File: src/rtl/mmio_io_responder.sv
// MMIO responder: debounced switch reads, LED and HEX word registers on the CPU data bus.
// Optional MMIO_SW_EDGE_EN adds a read-to-clear rising-edge register for the debounced switches.
module mmio_io_responder #(
  parameter int                DATA_W     = 16,
  parameter int                ADDR_W     = 9,
  parameter int                SW_W       = 8,
  parameter logic [ADDR_W-1:0] SW_ADDR    = 9'h140,
  parameter logic [ADDR_W-1:0] LED_ADDR   = 9'h100,
  parameter logic [ADDR_W-1:0] HEX_ADDR   = 9'h101,
  parameter int                DEB_CYCLES = 4
) (
  input  logic              clk,
  input  logic              reset_n,
  input  logic [1:0]        mem_cmd,
  input  logic [ADDR_W-1:0] mem_addr,
  input  logic [DATA_W-1:0] write_data,
  output logic [DATA_W-1:0] read_data,
  output logic              rd_en,
  input  logic [SW_W-1:0]   sw_in,
  output logic [SW_W-1:0]   ledr,
  output logic [DATA_W-1:0] hex_word
);

  // state | meaning
  // IDLE  | no response this cycle; rd_en=0, read_data=0
  // RESP  | response cycle; rd_en=1, read_data holds the value captured at the sampling edge
  typedef enum logic {IDLE = 1'b0, RESP = 1'b1} state_t;

  localparam int CNT_W = (DEB_CYCLES > 1) ? $clog2(DEB_CYCLES) : 1;
  localparam logic [CNT_W-1:0] DEB_LAST = CNT_W'(DEB_CYCLES - 1);
  localparam int PAD_W = DATA_W - SW_W;
  localparam logic [1:0] CMD_READ  = 2'b01;
  localparam logic [1:0] CMD_WRITE = 2'b10;

  state_t            state, state_nxt;
  logic [DATA_W-1:0] rdata_q, rdata_sel;
  logic              mapped, hit_read, wr_en;

  logic [SW_W-1:0]   sw_meta, sw_sync, sw_stable;
  logic [CNT_W-1:0]  deb_cnt;
  logic              deb_accept;

  // Two-flop synchronizer for the raw switches.
  always_ff @(posedge clk or negedge reset_n) begin
    if (!reset_n) begin
      sw_meta <= '0;
      sw_sync <= '0;
    end else begin
      sw_meta <= sw_in;
      sw_sync <= sw_meta;
    end
  end

  assign deb_accept = (sw_sync != sw_stable) && (deb_cnt == DEB_LAST);

  // Any return to sw_stable before acceptance restarts the count.
  always_ff @(posedge clk or negedge reset_n) begin
    if (!reset_n) begin
      deb_cnt   <= '0;
      sw_stable <= '0;
    end else if (sw_sync == sw_stable) begin
      deb_cnt <= '0;
    end else if (deb_accept) begin
      deb_cnt   <= '0;
      sw_stable <= sw_sync;
    end else begin
      deb_cnt <= deb_cnt + 1'b1;
    end
  end

`ifdef MMIO_SW_EDGE_EN
  localparam logic [ADDR_W-1:0] EDGE_ADDR = SW_ADDR + 1'b1;
  logic [SW_W-1:0] sw_edge, sw_rise;
  logic            edge_clr;

  assign sw_rise  = deb_accept ? (sw_sync & ~sw_stable) : '0;
  assign edge_clr = (mem_cmd == CMD_READ) && (mem_addr == EDGE_ADDR);

  // A set on the same edge as a read-clear wins.
  always_ff @(posedge clk or negedge reset_n) begin
    if (!reset_n) sw_edge <= '0;
    else          sw_edge <= (edge_clr ? '0 : sw_edge) | sw_rise;
  end
`endif

  always_comb begin
    mapped    = 1'b1;
    rdata_sel = '0;
    if (mem_addr == SW_ADDR)       rdata_sel = {{PAD_W{1'b0}}, sw_stable};
    else if (mem_addr == LED_ADDR) rdata_sel = {{PAD_W{1'b0}}, ledr};
    else if (mem_addr == HEX_ADDR) rdata_sel = hex_word;
`ifdef MMIO_SW_EDGE_EN
    else if (mem_addr == EDGE_ADDR) rdata_sel = {{PAD_W{1'b0}}, sw_edge};
`endif
    else mapped = 1'b0;
  end

  assign hit_read = (mem_cmd == CMD_READ) && mapped;
  assign wr_en    = (mem_cmd == CMD_WRITE);

  always_ff @(posedge clk or negedge reset_n) begin
    if (!reset_n) begin
      ledr     <= '0;
      hex_word <= '0;
    end else if (wr_en) begin
      if (mem_addr == LED_ADDR) ledr     <= write_data[SW_W-1:0];
      if (mem_addr == HEX_ADDR) hex_word <= write_data;
    end
  end

  always_ff @(posedge clk or negedge reset_n) begin
    if (!reset_n) begin
      state   <= IDLE;
      rdata_q <= '0;
    end else begin
      state   <= state_nxt;
      rdata_q <= hit_read ? rdata_sel : '0;
    end
  end

  always_comb begin
    state_nxt = IDLE;
    if (hit_read) state_nxt = RESP;
  end

  always_comb begin
    rd_en     = (state == RESP);
    read_data = rd_en ? rdata_q : '0;
  end

endmodule

File: config.mk
export PLATFORM = sky130hd
export DESIGN_NAME = mmio_io_responder
export DESIGN_NICKNAME = d
export VERILOG_FILES = /design/src/rtl/mmio_io_responder.sv
export SDC_FILE = /design/constraint.sdc
export NUM_CORES = 1
export LEC_CHECK = 0
export ABC_AREA = 1
export CAP_MARGIN = 40
export CORE_MARGIN = 2
export CORE_UTILIZATION = 30
export CTS_CLUSTER_DIAMETER = 120
export CTS_CLUSTER_SIZE = 16
export DETAILED_ROUTE_END_ITERATION = 7
export SLEW_MARGIN = 10
export SYNTH_ARGS = -nofsm -noshare
export SYNTH_HDL_FRONTEND = slang
export SYNTH_SLANG_ARGS = --single-unit
File: constraint.sdc
create_clock -name clk -period 3.8 [get_ports clk]
set_clock_uncertainty 0.1 [all_clocks]
set_input_delay 0.57 -clock clk [delete_from_list [all_inputs] [get_ports clk]]
set_output_delay 0.57 -clock clk [all_outputs]
set_load 0.02 [all_outputs]
Word level (Yosys, flattened, before mapping):

Index checks and enable logic that the tools add are counted.

* input port bits: 37
* bits in registers: 67
* output and inout bits: 41
* word-level logic and storage cells: 34

* bitwise gates (word level): 1
* multiplexer cells: 11
* equal/unequal tests: 8
* reductions and logical operators: 5
* add/sub/neg operators: 1

Operators with widths (count)
* 2-to-1 mux 16 bit: 5
* equality test 9 bit, second input constant: 3
* equality test 8 bit: 1
* != test 8 bit: 1
* AND reduction 2 bit: 3
* equality test 2 bit, second input constant: 2
* 2-to-1 mux 1 bit: 4
* 2-to-1 mux 2 bit: 2
* adder 2 x 1 -> 2 bit, second input constant: 1
* equality test 2 x 1 -> 1 bit, second input constant: 1
* logical AND 1 bit: 2
* NOT 1 bit: 1

Logic depth before layout (Yosys ltp):

Gate-level depths: netlist (run 1).

* depth after elaboration: 6
* gate-level depth with buffers: 9
* mapped depth without buffers: 9

Worst setup path after synthesis (run 1):

Ideal clock, no wire load.

* path kind: register to output
* from: reg state (netlist: rd_en)
* to: out read_data[10]
* stages on the path, launching flop included: 5
* buffers on the path: 2
* setup slack: 1973 ps
* required time: 3130 ps
* arrival: 1157 ps
* cells stage by stage: dfrtp_1 > clkbuf_1 > clkbuf_1 > nand2_1 > inv_1

* word-level cells in the longest chain between the ends: 1

Ends and longest elaborated chain
* from (decl): line 35 `state_t state, state_nxt;`
* from (signal assigned): line 116 `state <= state_nxt;`
* 2-to-1 mux 16 bit: line 128 `read_data = rd_en ? rdata_q : '0;`
* to (decl): line 17 `output logic [DATA_W-1:0] read_data,`

Every way passes these cells.

Worst setup path after layout (run 1):

* from: reg state (netlist: rd_en)
* to: out read_data[14]

Same word-level chain as after synthesis.

==> flow_metrics.py, run 1 <==
metrics = {
    "logic_synthesis": {
        "synth_seq_cells": 67,
        "synth_cell_type_count": 23,
        "yosys_warnings": 0,
        "synth_area_per_cell_um2": 8.97,
        "synth_area_um2": 2950,
        "synth_cells": 329,
        "synth.net_count": 367,
        "synth_sequential_area_ratio_pct": 56.8,
    },
    "setup_path": {
        "crit_required_ps": 3130,
        "cp-end-kind": "output port",
        "cp-start-kind": "register",
        "path_class": "reg2out",
        "crit_arrival_ps": 1870,
        "cp_max_fo": 17,
    },
    "final_layout": {
        "area_growth_pct": 37.7,
        "seqCellArea_um2": 1680,
        "fillers": 1001,
        "n_antenna_cell": 0,
        "multi_input_area_um2": 1050,
        "layout_common_cells": "nand2_1 (95), clkdlybuf4s50_1 (76), dfrtp_1 (67)",
        "drive_gt1_share_pct": 9.18,
        "layout_commonest_cell": "nand2_1",
        "final_core_util_pct": 42.1,
        "nets": 447,
    },
    "run": {
        "drv_cap": 0,
    },
    "die": {
        "coreArea_um2": 9640,
        "start_util_pct": 30.6,
        "fp.dieW_um": 103,
        "dieArea_um2": 10600,
        "ios": 78,
        "fp.dieH_um": 103,
        "num_rows": 36,
    },
    "global_route": {
        "overflow": 0,
        "antenna_found_initial": 0,
        "grt_max_degree": 37,
        "grt_pass1_vias": 2286,
        "track_usage_pct": 13.7,
        "grt_pass1_wl_um": 11000,
    },
    "sta": {
        "min_period_ps": 2540,
        "fin_crit_sh_pct": 66.8,
        "hold_viol_final": 0,
        "rsz0062_at_grt": "false",
        "maxSlewHeadroom_pct": 51.6,
        "worst_slew_pin_slew_ps": 726,
        "slew_viol_final": 0,
        "setup_viol": 0,
        "tns_ps": 0,
        "fmax_ghz": 0.394,
    },
    "routing": {
        "ant_nets": 0,
        "drt_wl_total_um": 6570,
        "first_pass_iters": 4,
        "via_per_inst": 4.19,
        "dr_total_vias": 2292,
        "drtIter0Drc": 108,
        "wl_per_cell_um": 12.0,
        "route.detailed.drc": 0,
    },
    "clock_tree": {
        "cts_buffers": 9,
        "clock-sinks": 67,
        "cts_tree": "done",
        "cts_hold_buffers": 0,
        "clk_pin_slew_worst_paths_ps": 70,
        "clock_latency_ps": 340,
        "cts_resized": 0,
        "cts-root-buf": "clkbuf_8",
        "cts_buffer_depth": 2,
        "cts_setup_buffers": 0,
        "h-tree-depth": 3,
    },
    "power": {
        "power.leakage_uw": 0.00195,
        "power_frac_clock_pct": 39.0,
        "ir_drop_uv": 163,
        "power_switching_uw": 432,
        "fin_total_pwr_uw": 1690,
        "p_comb_share_pct": 12.3,
        "p_sw_share_pct": 25.5,
        "power_density_nw_per_um2": 417,
        "p_int_uw": 1260,
        "power_frac_seq_pct": 48.7,
    },
    "place": {
        "gp_congestion": 0.778,
        "dp_hpwl_um": 4920,
        "port_buffers": 77,
    },
    "worst_hold_path": {
        "hp-class": "in2async",
    },
    "status": {
        "outcome": "complete, no violations",
    },
}
-- power groups by stage --
stage | sequential, uW | combinational, uW | clock, uW
2_1_floorplan | 824 | 123 | 0
3_3_place_gp | 834 | 203 | 0
6_report | 825 | 208 | 661
3_5_place_dp | 837 | 211 | 0
5_1_grt | 832 | 237 | 721
4_1_cts | 824 | 212 | 681
-- through the flow --
stage	area (um^2)	setup slack (ps)	cells	hold WS [ps]
after global placement	3840	1210	531	236
after CTS	4060	1210	547	196
after global routing	4060	1130	547	229
after detailed placement	3840	1170	531	235
after floorplan	2950	1970	329	174
final	4060	1260	547	178
-- layer usage --
metal	global-route usage (%)	vias up	part of all wire, %
met5	0	-	0
met4	5.97	0	1.4
met3	3.43	9	6.0
met2	21.3	70	46
met1	18.3	1042	47
li1	-	1171	-
-- Yosys cell counts --
| cell type | number | area [um^2] |
|---|---|---|
| nand2_2 | 5 | 31.3 |
| o21ai_1 | 24 | 120 |
| buf_2 | 4 | 20.0 |
| a21boi_0 | 1 | 7.51 |
| nand3_1 | 26 | 130 |
| nor2_4 | 3 | 33.8 |
| buf_6 | 2 | 22.5 |
| nor2_8 | 3 | 60.1 |
| nand2_4 | 2 | 22.5 |
| clkbuf_1 | 3 | 11.3 |
| nand3b_1 | 5 | 37.5 |
| nand2_1 | 95 | 357 |
| inv_2 | 1 | 3.75 |
| or2_2 | 1 | 6.26 |
| inv_1 | 44 | 165 |
| dfrtp_1 | 67 | 1680 |
| nand4_2 | 1 | 12.5 |
| nand3_4 | 2 | 35.0 |
| nand3_2 | 2 | 20.0 |
| a21oi_1 | 1 | 5.00 |
| ha_1 | 1 | 12.5 |
| xnor2_1 | 5 | 43.8 |
| nor2_1 | 31 | 116 |
-- critical path, cell delays in order (launching register included) --
cell and delay, ps:
dfrtp_1 690, nand2_1 140, inv_1 90, clkdlybuf4s50_1 600
-- worst paths after layout --
check	start	end	slack [ps]	cells past startpoint
max	rd_en	read_data[14]	1260	3
min	reset_n	sw_meta[4]	180	1
max reg2reg	sw_stable[5]	sw_stable[5]	2240	9
min reg2reg	sw_meta[1]	sw_sync[1]	250	0
max in group asynchronous	reset_n	rdata_q[15]	2480	2
min in group clk	sw_meta[1]	sw_sync[1]	250	0
-- state kept, by name (all words and copies together), names as in the netlist --
name / count
sw_meta: 8
sw_sync: 8
sw_stable: 8
rdata_q: 16
deb_cnt: 2
hex_word: 16
ledr: 8
rd_en: 1
-- final cells by class --
type	instances	area share (%)
Sequential cell	67	41.3
Multi-Input combinational cell	208	25.9
Timing Repair Buffer	78	19.0
Inverter	45	4.16
Tap cell	133	4.10
Clock buffer	10	3.39
Clock inverter	6	2.19
-- kinds of logic (layout without fill, tap and decap cells) --
| logic type | Yosys count | in the layout | share of synthesized area, % |
|---|---|---|---|
| AND/OR/NAND/NOR | 176 | 176 | 29.2 |
| flip-flops | 67 | 67 | 56.8 |
| buffers and inverters | 54 | 139 | 7.55 |
| AO/OA/AOI/OAI | 26 | 26 | 4.50 |
| XOR/XNOR | 5 | 5 | 1.48 |
| adder cells (fa/ha/maj) | 1 | 1 | 0.424 |
(Power assumes the default switching activity.)
==> run 2: changes to the inputs <==
Clock period 3.8 ns to 2.24 ns, I/O delays scaled along.
==> flow_metrics.py, run 2 (synthesis gave the netlist of run 1 again) <==
metrics = {
    "sta": {
        "fmax_ghz": 0.472,
        "fin_crit_sh_pct": 94.5,
        "min_period_ps": 2120,
        "hold_viol_final": 0,
        "worst_slew_pin_slew_ps": 380,
        "setup_viol": 0,
        "rsz0062_at_grt": "false",
        "tns_ps": 0,
        "maxSlewHeadroom_pct": 74.7,
        "slew_viol_final": 0,
        "timing.hold.ws_ps": 249,
    },
    "setup_path": {
        "cp_slowest_cell": "clkdlybuf4s50_1",
        "critPathMaxStageDelay_ps": 600,
        "cp-start-kind": "register",
        "crit_arrival_ps": 1680,
        "cp_max_fo": 10,
        "crit_required_ps": 1800,
        "path_delay_family": "buffers and inverters",
        "cp-end-kind": "output port",
        "crit_buf_inv": 3,
        "path_class": "reg2out",
        "worstPathCellList": "buf_12, nand2_1, inv_1, clkdlybuf4s50_1",
    },
    "place": {
        "dp_hpwl_um": 4850,
        "gp_congestion": 0.814,
        "dpl_cell_area_um2": 3880,
        "dp.cells": 534,
        "port_buffers": 77,
    },
    "final_layout": {
        "area_growth_pct": 37.7,
        "fin_area_um2": 4060,
        "multi_input_area_um2": 1050,
        "n_antenna_cell": 0,
        "layout_common_cells": "nand2_1 (95), clkdlybuf4s50_1 (76), dfrtp_1 (66)",
        "fillers": 987,
        "final_cells": 549,
        "nets": 451,
        "final_core_util_pct": 42.1,
        "seqCellArea_um2": 1680,
        "drive_gt1_share_pct": 9.38,
        "layout_commonest_cell": "nand2_1",
        "reg_top3": "hex_word (16), rdata_q (16)",
    },
    "global_route": {
        "overflow": 0,
        "grt_max_degree": 68,
        "grt_pass1_wl_um": 11000,
        "busiest_layer": "met2",
        "use_met2_pct": 20.4,
        "globalRouteMet1Util_pct": 18.2,
        "grt_use_met3_pct": 3.76,
        "track_usage_pct": 13.7,
        "antenna_found_initial": 0,
        "grt_pass1_vias": 2297,
    },
    "clock_tree": {
        "cts_setup_buffers": 0,
        "cts-root-buf": "clkbuf_8",
        "cts_buffer_depth": 2,
        "cts_tree": "done",
        "clock-sinks": 67,
        "h-tree-depth": 3,
        "clk_pin_slew_worst_paths_ps": 70,
        "clock_latency_ps": 330,
        "cts_buffers": 9,
    },
    "die": {
        "coreArea_um2": 9640,
        "dieArea_um2": 10600,
        "fp.dieW_um": 103,
        "start_util_pct": 30.6,
        "fp.dieH_um": 103,
        "num_rows": 36,
        "ios": 78,
    },
    "power": {
        "p_int_uw": 1940,
        "power.leakage_uw": 0.00195,
        "p_sw_share_pct": 26.1,
        "ir_drop_uv": 260,
        "power_density_nw_per_um2": 646,
        "power_frac_seq_pct": 53.1,
        "power_switching_uw": 685,
        "p_comb_share_pct": 13.5,
        "power_frac_clock_pct": 33.4,
    },
    "routing": {
        "route.detailed.drc": 0,
        "first_pass_iters": 4,
        "drtIter0Drc": 147,
        "ant_nets": 0,
        "dr_total_vias": 2328,
        "drt_wl_total_um": 6680,
        "via_per_inst": 4.24,
        "wl_per_cell_um": 12.2,
    },
    "run": {
        "drv_cap": 0,
    },
    "status": {
        "outcome": "complete, no violations",
    },
    "worst_hold_path": {
        "hp-class": "reg2reg",
    },
}
-- run 2: layout make-up --
cell class	count	share of cell area [%]
inverter	45	4.16
tap	133	4.10
multi-input combinational	208	25.9
sequential	67	41.3
clock buffer	12	3.82
clock inverter	2	0.308
timing repair buffer	82	20.4
-- run 2: path summary, 6_finish.rpt --
| check | depth (start not counted) | slack [ps] | startpoint | endpoint |
|---|---|---|---|---|
| worst max-delay path | 4 | 120 | rd_en | read_data[15] |
| worst min-delay path | 0 | 250 | sw_meta[6] | sw_sync[6] |
| worst max register to register | 9 | 700 | sw_stable[4] | sw_stable[7] |
| worst min register to register | 0 | 250 | sw_meta[6] | sw_sync[6] |
| max in group asynchronous | 3 | 1290 | reset_n | rd_en |
| min in group asynchronous | 3 | 440 | reset_n | rdata_q[0] |
-- run 2: metal layers --
layer / share of wire, % / routed length [um]
met1: 47 / 3120
met2: 45 / 3030
met3: 5.7 / 379
met4: 2.2 / 147
met5: 0 / 0
-- run 2: what timing repair did --
item | CTS | global route
gates resized for setup | 0 | 1
endpoints found under the hold margin | 67 | 0
setup endpoints to repair | 0 | 10
hold buffers | 1 | 0
-- run 2: per-stage QoR --
stage / power [uW] / setup WS [ps]
2_1_floorplan: 1610 / 647
3_3_place_gp: 1760 / 236
3_5_place_dp: 1770 / 233
4_1_cts: 2670 / 9.14
5_1_grt: 2790 / 22.1
6_report: 2620 / 122
-- run 2: power groups by stage --
| stage | combinational (uW) | clock (uW) | sequential [uW] |
|---|---|---|---|
| after floorplan | 209 | 0 | 1400 |
| after global placement | 349 | 0 | 1410 |
| after detailed placement | 359 | 0 | 1420 |
| after CTS | 361 | 911 | 1390 |
| after global routing | 407 | 978 | 1410 |
| final | 355 | 875 | 1390 |
==> run 3: changes to the inputs <==
==> constraint.sdc (replaced) <==
create_clock -name clk -period 2.24 [get_ports clk]
set_clock_uncertainty 0.1 [all_clocks]
set_input_delay 0.448 -clock clk [delete_from_list [all_inputs] [get_ports clk]]
set_output_delay 0.448 -clock clk [all_outputs]
set_load 0.1 [all_outputs]
==> flow_metrics.py, run 3 (synthesis gave the netlist of run 1 again) <==
metrics = {
    "status": {
        "outcome": "complete, no violations",
    },
    "setup_path": {
        "crit_arrival_ps": 1370,
        "worstPathCellList": "nand2_1, clkinvlp_4, buf_12",
        "cp_slowest_cell": "dfrtp_2",
        "crit_buf_inv": 2,
        "crit_required_ps": 1690,
        "r2r_start": "sw_stable[3]",
        "path_class": "reg2out",
        "r2r_end": "sw_stable[7]",
        "reg2reg_slack_ps": 690,
        "critPathMaxStageDelay_ps": 570,
        "path_delay_family": "flip-flops",
        "r2r_cells": 7,
        "cp-start-kind": "register",
        "cp_max_fo": 17,
        "cp-end-kind": "output port",
    },
    "final_layout": {
        "area_growth_pct": 43.3,
        "nets": 450,
        "reg_top3": "hex_word (16), rdata_q (16)",
        "final_core_util_pct": 43.9,
        "n_antenna_cell": 0,
        "layout_commonest_cell": "nand2_1",
        "fillers": 967,
        "final_cells": 550,
        "layout_common_cells": "nand2_1 (95), dfrtp_1 (66), clkdlybuf4s50_1 (35)",
        "drive_gt1_share_pct": 22.3,
    },
    "clock_tree": {
        "cts_buffers": 9,
        "clk_pin_slew_worst_paths_ps": 80,
        "cts_hold_buffers": 0,
        "clock_latency_ps": 340,
        "clock-sinks": 67,
        "cts_tree": "done",
        "cts_resized": 0,
        "cts_setup_buffers": 0,
        "cts-root-buf": "clkbuf_8",
        "h-tree-depth": 3,
        "cts_buffer_depth": 2,
    },
    "sta": {
        "setup_viol": 0,
        "tns_ps": 0,
        "worst_slack_ps": 320,
        "hold_viol_final": 0,
        "slew_viol_final": 0,
        "fin_crit_sh_pct": 85.7,
        "min_period_ps": 1920,
        "maxSlewHeadroom_pct": 59.2,
        "fmax_ghz": 0.521,
        "worst_slew_pin_slew_ps": 612,
        "rsz0062_at_grt": "false",
    },
    "power": {
        "power_density_nw_per_um2": 679,
        "ir_drop_uv": 285,
        "power.leakage_uw": 0.00199,
    },
    "routing": {
        "route.detailed.drc": 0,
        "ant_nets": 0,
        "via_per_inst": 4.26,
        "drtIter0Drc": 64,
        "drt_wl_total_um": 6700,
        "wl_per_cell_um": 12.2,
        "dr_total_vias": 2341,
        "first_pass_iters": 4,
    },
    "place": {
        "place_ws_ps": 132,
        "dp_hpwl_um": 5040,
        "dp.cells": 534,
        "gp_congestion": 0.769,
        "port_buffers": 77,
    },
    "die": {
        "dieArea_um2": 10600,
        "ios": 78,
        "coreArea_um2": 9640,
        "start_util_pct": 30.6,
        "num_rows": 36,
        "fp.dieW_um": 103,
        "fp.dieH_um": 103,
    },
    "worst_hold_path": {
        "hp-class": "in2async",
    },
    "global_route": {
        "antenna_found_initial": 0,
        "grt_max_degree": 33,
        "overflow": 0,
        "track_usage_pct": 14.0,
        "grt_pass1_vias": 2445,
        "grt_pass1_wl_um": 11400,
    },
    "run": {
        "drv_cap": 0,
    },
}
[run 3: changes by cell type in the layout (fill, tap and decap cells not counted), moves of 2 or more]
cell | before | now
inv_1 | 44 | 34
inv_6 | 0 | 2
buf_4 | 2 | 28
clkinvlp_4 | 1 | 11
clkdlybuf4s50_1 | 76 | 35
buf_12 | 2 | 17
[run 3: area by class of cell]
class | count | area [um^2] | area share, %
repair buffers | 81 | 906 | 21.4
inverters | 45 | 206 | 4.88
flip-flops and latches | 67 | 1680 | 39.7
multi-input cells | 208 | 1050 | 24.9
well taps | 133 | 166 | 3.94
clock inverters | 4 | 55.1 | 1.30
clock buffers | 12 | 165 | 3.91
[run 3: stage by stage]
stage | hold slack [ps] | power [uW] | area [um^2]
2_1_floorplan | 52.4 | 1650 | 2990
3_3_place_gp | 235 | 1800 | 4010
3_5_place_dp | 237 | 1810 | 4010
4_1_cts | 17.0 | 2900 | 4230
5_1_grt | 49.4 | 3020 | 4230
6_report | 12.2 | 2870 | 4230
[run 3: power breakdown]
part           total (uW)  internal [uW]  leakage [uW]  switching [uW]
Sequential           1390           1310      0.000880            85.0
Clock                1080            613      0.000110             471
Combinational         392            174       0.00101             217
Total                2870           2100       0.00199             773
[run 3: per-layer routing]
metal  part of all wire [%]  GRT usage (%)  vias up
li1                       -              -     1176
met1                     45           17.9     1081
met2                     47           22.5       75
met3                    6.9           4.30        9
met4                    1.5           5.16        0
met5                      0              0        -
[run 3: worst max path at each step]
| stage | from | end | slack, ps | cells after the start |
|---|---|---|---|---|
| 3_5_place_dp | mem_addr[5] | hex_word[14] | 130 | 8 |
| 4_1_cts | rd_en | read_data[7] | 280 | 3 |
| 2_1_floorplan | rd_en | read_data[10] | 20 | 4 |
| 6_report | rd_en | read_data[8] | 320 | 3 |
| 5_1_grt | rd_en | read_data[8] | 210 | 3 |
| 3_3_place_gp | mem_addr[6] | rdata_q[7] | 160 | 6 |
